<file path="config.mk">
export PLATFORM = sky130hd
export DESIGN_NAME = fifo_stream_reader
export DESIGN_NICKNAME = d
export VERILOG_FILES = /design/src/rtl/fifo_pkg.sv /design/src/rtl/stream_out_buf.sv /design/src/rtl/fifo_stream_reader.sv
export SDC_FILE = /design/constraint.sdc
export NUM_CORES = 1
export LEC_CHECK = 0
export ABC_AREA = 1
export BUFFER_PORTS_ARGS = -buffer_cell sky130_fd_sc_hd__buf_2
export CORE_MARGIN = 1
export CORE_UTILIZATION = 31
export CTS_BUF_LIST = sky130_fd_sc_hd__clkbuf_2
export DETAILED_ROUTE_END_ITERATION = 8
export SLEW_MARGIN = 20
export SYNTH_ARGS = -nofsm -noshare
export SYNTH_HDL_FRONTEND = slang
export SYNTH_HIERARCHICAL = 1
export SYNTH_SLANG_ARGS = --single-unit
</file>
<file path="constraint.sdc">
create_clock -name i_clk -period 5.8 [get_ports i_clk]
set_input_delay 1.16 -clock i_clk [delete_from_list [all_inputs] [get_ports i_clk]]
set_output_delay 1.16 -clock i_clk [all_outputs]
set_load 0.1 [all_outputs]
</file>
<file path="src/rtl/fifo_pkg.sv">
// Constants shared by the synchronous FIFO and its read-side drain stage.
package fifo_pkg;

  localparam int unsigned FIFO_D_WIDTH    = 48;
  localparam int unsigned FIFO_RD_LATENCY = 1;
  localparam int unsigned OUT_BUF_DEPTH   = 3;
  localparam int unsigned BUF_PTR_W       = 2;
  localparam int unsigned BUF_OCC_W       = 2;

  // Circular pointer advance over the output buffer entries.
  function automatic logic [BUF_PTR_W-1:0] buf_ptr_inc(input logic [BUF_PTR_W-1:0] ptr);
    return (ptr == BUF_PTR_W'(OUT_BUF_DEPTH - 1)) ? '0 : ptr + BUF_PTR_W'(1);
  endfunction

endpackage

</file>
<file path="src/rtl/stream_out_buf.sv">
// Three-entry circular buffer holding words returned by the FIFO until the
// downstream stream accepts them; head entry is presented combinationally.
module stream_out_buf
  import fifo_pkg::*;
#(
  parameter int unsigned D_WIDTH = FIFO_D_WIDTH
) (
  input  logic                 i_clk,
  input  logic                 i_rst_n,
  input  logic                 push_i,
  input  logic [D_WIDTH-1:0]   push_data_i,
  input  logic                 pop_i,
  output logic [BUF_OCC_W-1:0] occ_o,
  output logic [D_WIDTH-1:0]   head_o
);

  logic [D_WIDTH-1:0]   mem_q [OUT_BUF_DEPTH];
  logic [BUF_PTR_W-1:0] wr_ptr_q, wr_ptr_d;
  logic [BUF_PTR_W-1:0] rd_ptr_q, rd_ptr_d;
  logic [BUF_OCC_W-1:0] occ_q, occ_d;
  logic                 do_pop;

  // Pointer and occupancy update; push and pop together leave occ unchanged.
  always_comb begin
    do_pop   = pop_i & (occ_q != '0);
    wr_ptr_d = wr_ptr_q;
    rd_ptr_d = rd_ptr_q;
    occ_d    = occ_q;
    if (push_i) wr_ptr_d = buf_ptr_inc(wr_ptr_q);
    if (do_pop) rd_ptr_d = buf_ptr_inc(rd_ptr_q);
    case ({push_i, do_pop})
      2'b10:   occ_d = occ_q + BUF_OCC_W'(1);
      2'b01:   occ_d = occ_q - BUF_OCC_W'(1);
      default: occ_d = occ_q;
    endcase
  end

  always_ff @(posedge i_clk) begin
    if (!i_rst_n) begin
      wr_ptr_q <= '0;
      rd_ptr_q <= '0;
      occ_q    <= '0;
      for (int i = 0; i < int'(OUT_BUF_DEPTH); i++) mem_q[i] <= '0;
    end else begin
      wr_ptr_q <= wr_ptr_d;
      rd_ptr_q <= rd_ptr_d;
      occ_q    <= occ_d;
      if (push_i) mem_q[wr_ptr_q] <= push_data_i;
    end
  end

  assign occ_o  = occ_q;
  assign head_o = mem_q[rd_ptr_q];

endmodule

</file>
<file path="src/rtl/fifo_stream_reader.sv">
// Drains the synchronous FIFO into a valid/ready stream with packet framing,
// issuing reads on buffer credit so i_ready never reaches o_fifo_rd_en.
module fifo_stream_reader
  import fifo_pkg::*;
#(
  parameter int unsigned D_WIDTH = FIFO_D_WIDTH,
  parameter int unsigned PKT_LEN = 16,
  parameter int unsigned CNT_W   = (PKT_LEN > 1) ? $clog2(PKT_LEN) : 1
) (
  input  logic               i_clk,
  input  logic               i_rst_n,
  input  logic               i_enable,
  input  logic               i_fifo_empty,
  output logic               o_fifo_rd_en,
  input  logic [D_WIDTH-1:0] i_fifo_data,
  output logic               o_valid,
  input  logic               i_ready,
  output logic [D_WIDTH-1:0] o_data,
  output logic               o_last,
  output logic               o_busy
);

  localparam logic [CNT_W-1:0] LAST_BEAT = CNT_W'(PKT_LEN - 1);

  logic [FIFO_RD_LATENCY-1:0] inflight_q, inflight_d;
  logic [CNT_W-1:0]           beat_cnt_q, beat_cnt_d;
  logic [BUF_OCC_W-1:0]       occ;
  logic [2:0]                 credit_used;
  logic                       pop;

  // Credit check uses registered occupancy only; reset masks the request.
  always_comb begin
    credit_used  = 3'(occ) + 3'(inflight_q[0]);
    o_fifo_rd_en = i_rst_n & i_enable & ~i_fifo_empty &
                   (credit_used < 3'(OUT_BUF_DEPTH));
    o_valid      = (occ != '0);
    o_last       = (beat_cnt_q == LAST_BEAT);
    o_busy       = o_valid | inflight_q[0];
    pop          = o_valid & i_ready;
    inflight_d   = o_fifo_rd_en;
    beat_cnt_d   = beat_cnt_q;
    if (pop) beat_cnt_d = o_last ? '0 : beat_cnt_q + CNT_W'(1);
  end

  always_ff @(posedge i_clk) begin
    if (!i_rst_n) begin
      inflight_q <= '0;
      beat_cnt_q <= '0;
    end else begin
      inflight_q <= inflight_d;
      beat_cnt_q <= beat_cnt_d;
    end
  end

  // Returning FIFO data is pushed unconditionally; credit guarantees room.
  stream_out_buf #(
    .D_WIDTH (D_WIDTH)
  ) u_out_buf (
    .i_clk       (i_clk),
    .i_rst_n     (i_rst_n),
    .push_i      (inflight_q[0]),
    .push_data_i (i_fifo_data),
    .pop_i       (pop),
    .occ_o       (occ),
    .head_o      (o_data)
  );

endmodule

</file>
Yosys cells after proc, flatten, opt, wreduce, memory -nomap -nowiden
Memories as Yosys holds them, arrays and structs flattened. A register that Yosys moved wholly into a read port is not among the register bits.
Index checks and enable logic that the tools add are counted.

storage, ports and cells
  bits in registers = 11
  latch bits = 0
  RAM bits = 144
  bits in read-only memories = 0
  logic and storage cells = 41
  memories = 1

memory list
  name             words  bits a word  rd ports  clocked after Yosys merged registers in  wr ports  RTL line              RTL
  u_out_buf.mem_q  3      48           1         1                                        3         stream_out_buf.sv:17  logic [D_WIDTH-1:0] mem_q [OUT_BUF_DEPTH];

cells by class
  add/subtract/negate cells = 6
  multiply operators = 0
  divide/modulo/power cells = 0
  $lt $le $gt $ge = 1
  equality and inequality tests = 5
  shift operators = 0
  multiplexer cells = 13
  bitwise gates (word level) = 7
  reduce and logical (&&, ||, !) cells = 3

operators by type and width
  cell                                                         number
  two-way mux 48 bit                                           1
  OR reduction 48 bit                                          1
  two-way mux 2 bit                                            5
  adder 2 x 1 -> 2 bit (second input constant)                 3
  equality test 2 bit (second input constant)                  3
  bitwise AND 1 bit                                            5
  two-way mux 1 bit                                            5
  adder 4 x 1 -> 4 bit (second input constant)                 1
  equality test 4 bit (second input constant)                  1
  two-way mux 4 bit                                            1
  case mux 2 bit (2 select lines)                              1
  nonzero test 2 bit                                           2
  adder 2 x 1 -> 3 bit                                         1
  less-than comparator 3 x 2 -> 1 bit (second input constant)  1
  equality test 2 x 1 -> 1 bit (second input constant)         1
  subtractor 2 x 1 -> 2 bit (second input constant)            1
  NOT 1 bit                                                    1
  bitwise OR 1 bit                                             1

Logic depth before layout (Yosys ltp)
  word-level depth = 5
  gate-level depth with buffers = 10

Cells and area by module
Netlist, hierarchy kept.

modules (own cells, without submodules)
  module              times used  cells an instance  area each (um2)
  stream_out_buf      1           722                8266.7
  fifo_stream_reader  1           41                 316.6

Least setup slack after synthesis
No wires, ideal clock.

  kind = input-to-reg
  start = in i_rst_n
  end = mem u_out_buf/mem_q[3][0] in the netlist's numbering (enable)
  data arrival time = 4.630 ns
  required time = 5.287 ns
  slack = 0.657 ns
  stages on the path = 3
  path through = buf_4 > nand2_2 > nor3_1

RTL lines
  item         RTL line                  RTL
  from (decl)  fifo_stream_reader.sv:11  input logic i_rst_n,
  to (decl)    stream_out_buf.sv:17

==> results.yml <==
outcome:
  status: "completed"
clock_network:
  cts_root_buf: "clkbuf_2"
  clk_pin_slew_ns: 0.09
  clkLatencyLatePin_ns: 0.82
  cts_buffer_depth: 3
  cts_tree: "done"
  cts.htree.levels: 2
  post_cts_buffers: 0
  cts.sinks: 205
  ctsHoldBuffers: 0
  cts-resized-gates: 0
  cts_buffers: 54
floorplanning:
  core.rowCount: 60
  die_h_microns: 168
  io_pins: 105
  die_w_microns: 168
  initial_core_util_pct: 31.8
  core_area_sq_um: 27000
  dieArea_sq_um: 28400
synth:
  synthFlopType: "edfxtp_1"
  syn_area_per_cell_sq_um: 11.2
  yosys_warnings: 6
  synth-compound-area-share_pct: 9.94
  synthArstFlopShare_pct: 0
  synth_top_area_share_pct: 67.2
  synthTopCellsByArea: "edfxtp_1, nor2_1, o21ai_0, o22ai_1, dfxtp_1"
  synth-simple-area-share_pct: 13.3
  ys_ff_latch: 205
  synthXorXnorAreaFrac_pct: 0.102
  ys_seq_area_share_pct: 70.2
  synth-edff-count: 192
  syn_nets: 820
  syn_area_sq_um: 8580
  ys_types: 26
  synth_top_family_by_area: "simple AND/OR/NAND/NOR gates"
  yosysTopAreaCell: "edfxtp_1"
  synth_fa_ha_area_share_pct: 0.583
  syn_inst: 763
  muxShareOfSynthArea_pct: 0
placement:
  portBuffers: 104
  dp_hpwl_microns: 11400
  dp_slack_ns: 2.15
  place_inst: 1171
  gp_congestion: 0.721
setup_path:
  startpoint_type: "flip-flop"
  path_max_fanout: 54
  crit_type: "flip-flop to output port"
  crit_arrival_ns: 3.26
  required_ns: 4.64
  end_kind: "output port"
  crit_path_max_incr_delay_ns: 0.66
  worstPathCellList: "inv_2, buf_4, nor2_1, o22ai_1, buf_2"
  slowest_stage: "inv_2"
detailed_routing:
  wirelength_microns: 20600
  vias: 5953
  wl_per_cell_microns: 16.2
  ant_nets: 0
  drtIter0Drc: 405
  viasPerCell: 4.69
  dr.pass1.iters: 4
  drc: 0
layout:
  layout.nets: 943
  layout.cells.non_filler: 1269
  drive_gt1_share_pct: 25.6
  syn2layout_area_growth_pct: 15.3
  final_util_pct: 36.6
timing:
  relSlewSlack_pct: 31.9
  fin_tns_setup_ns: 0
  rsz0062_at_grt: "false"
  slew_violations: 0
  fin_crit_ns: 4.42
  holdWs_ns: 0.512
  setup_ws_ns: 1.38
  hold_viol: 0
  fin_crit_sh_pct: 76.2
  setup-violations-final: 0
  max_freq_mhz: 226
  worstMarginPinSlew_ns: 1.02
  finalClockSkew_ns: 0.0416
global_routing:
  overflow: 0
  grt_antenna_before_repair: 7
  grt_usage_pct: 14.6
  grt_max_degree: 97
  grt_pass1_vias: 6120
  grt_pass1_wl_microns: 31900
power_and_ir_drop:
  power.density_nw_per_um2: 310
  p_leak_nw: 4.11
  peakVddDrop_mv: 0.0878
worst_hold_path:
  holdCritPathClass: "flip-flop to flip-flop"
run:
  drv_cap: 0
[worst max-delay path, delay by kind of cell (launching register included)]
| family | cells | cell delay, ns |
|---|---|---|
| buffers and inverters | 3 | 1.68 |
| flip-flops | 1 | 0.35 |
| AO/OA/AOI/OAI | 1 | 0.27 |
| AND/OR/NAND/NOR | 1 | 0.14 |
[per-stage QoR]
step	cell area, sq um	total power (W)
after floorplan	8580	0.00196
after global placement	9370	0.00205
after detailed placement	9370	0.00205
after CTS	9890	0.00311
after global routing	9890	0.00320
final	9900	0.00307
[layout by cell type, fill, tap and decap left out, drive strengths merged, types with 7 or more instances in the layout]
cell,count
nand3,7
dfxtp,13
clkbuf,87
buf,114
o22ai,48
nand2,17
edfxtp,192
nor2,257
o21ai,104
inv,65
[cells in the mapped netlist, types with 2 or more instances]
master and instances:
nor2_2 11, o21ai_0 95, inv_1 61, nand2_1 13, o22ai_1 48, a21oi_1 3
edfxtp_1 192, nand2_2 4, nand3_1 6, dfxtp_1 13, inv_2 4, a21oi_2 2
buf_2 20, buf_4 6, o21ai_1 9, ha_1 4, nor2_4 2, clkbuf_1 17
nor2_1 244, buf_6 3
[sequential cells by signal, indices dropped and copies added (netlist names), named ones only]
register	flops
beat_cnt_q	4
inflight_q	1
u_out_buf/mem_q	192
u_out_buf/occ_o	2
u_out_buf/rd_ptr_q	2
u_out_buf/wr_ptr_q	2
[cell type report]
| class | count | area [sq um] |
|---|---|---|
| fillers | 2747 | 17100 |
| flip-flops and latches | 205 | 6030 |
| clock inverters | 7 | 80.1 |
| repair buffers | 114 | 596 |
| inverters | 65 | 244 |
| well taps | 341 | 427 |
| diodes | 4 | 10.0 |
| clock buffers | 87 | 435 |
| multi-input cells | 446 | 2070 |
[metal layers]
metal	vias to the layer above	track usage, %	wire, microns	share of wire [%]
met3	42	4.77	1320	6.4
met1	2868	17.6	9060	44
met2	139	24.6	9830	48
li1	2898	-	-	-
met5	-	0	41	0.20
met4	6	4.98	354	1.7
[power by group]
group / leakage, nW / total, W / switching (W) / internal, W
registers: 2.03 / 0.00167 / 0.0000136 / 0.00166
clock network: 0.400 / 0.00105 / 0.000578 / 0.000476
logic: 1.68 / 0.000342 / 0.000288 / 0.0000543
total: 4.11 / 0.00307 / 0.000880 / 0.00219
[cell families after synthesis]
kind of cell,count (synthesis)
buffers and inverters,112
AND/OR/NAND/NOR,284
flip-flops,205
XOR/XNOR,1
adder cells (fa/ha/maj),4
AO/OA/AOI/OAI,157
[final timing paths]
check	start	endpoint	slack [ns]	depth (start not counted)
setup / recovery	flip-flop	o_data[23]	1.38	5
hold / removal	beat_cnt_q[0]	beat_cnt_q[0]	0.51	2
setup reg to reg	inflight_q	u_out_buf/mem_q[2][32]	3.68	6
hold reg to reg	beat_cnt_q[0]	beat_cnt_q[0]	0.51	2
(Power assumes the default switching activity.)
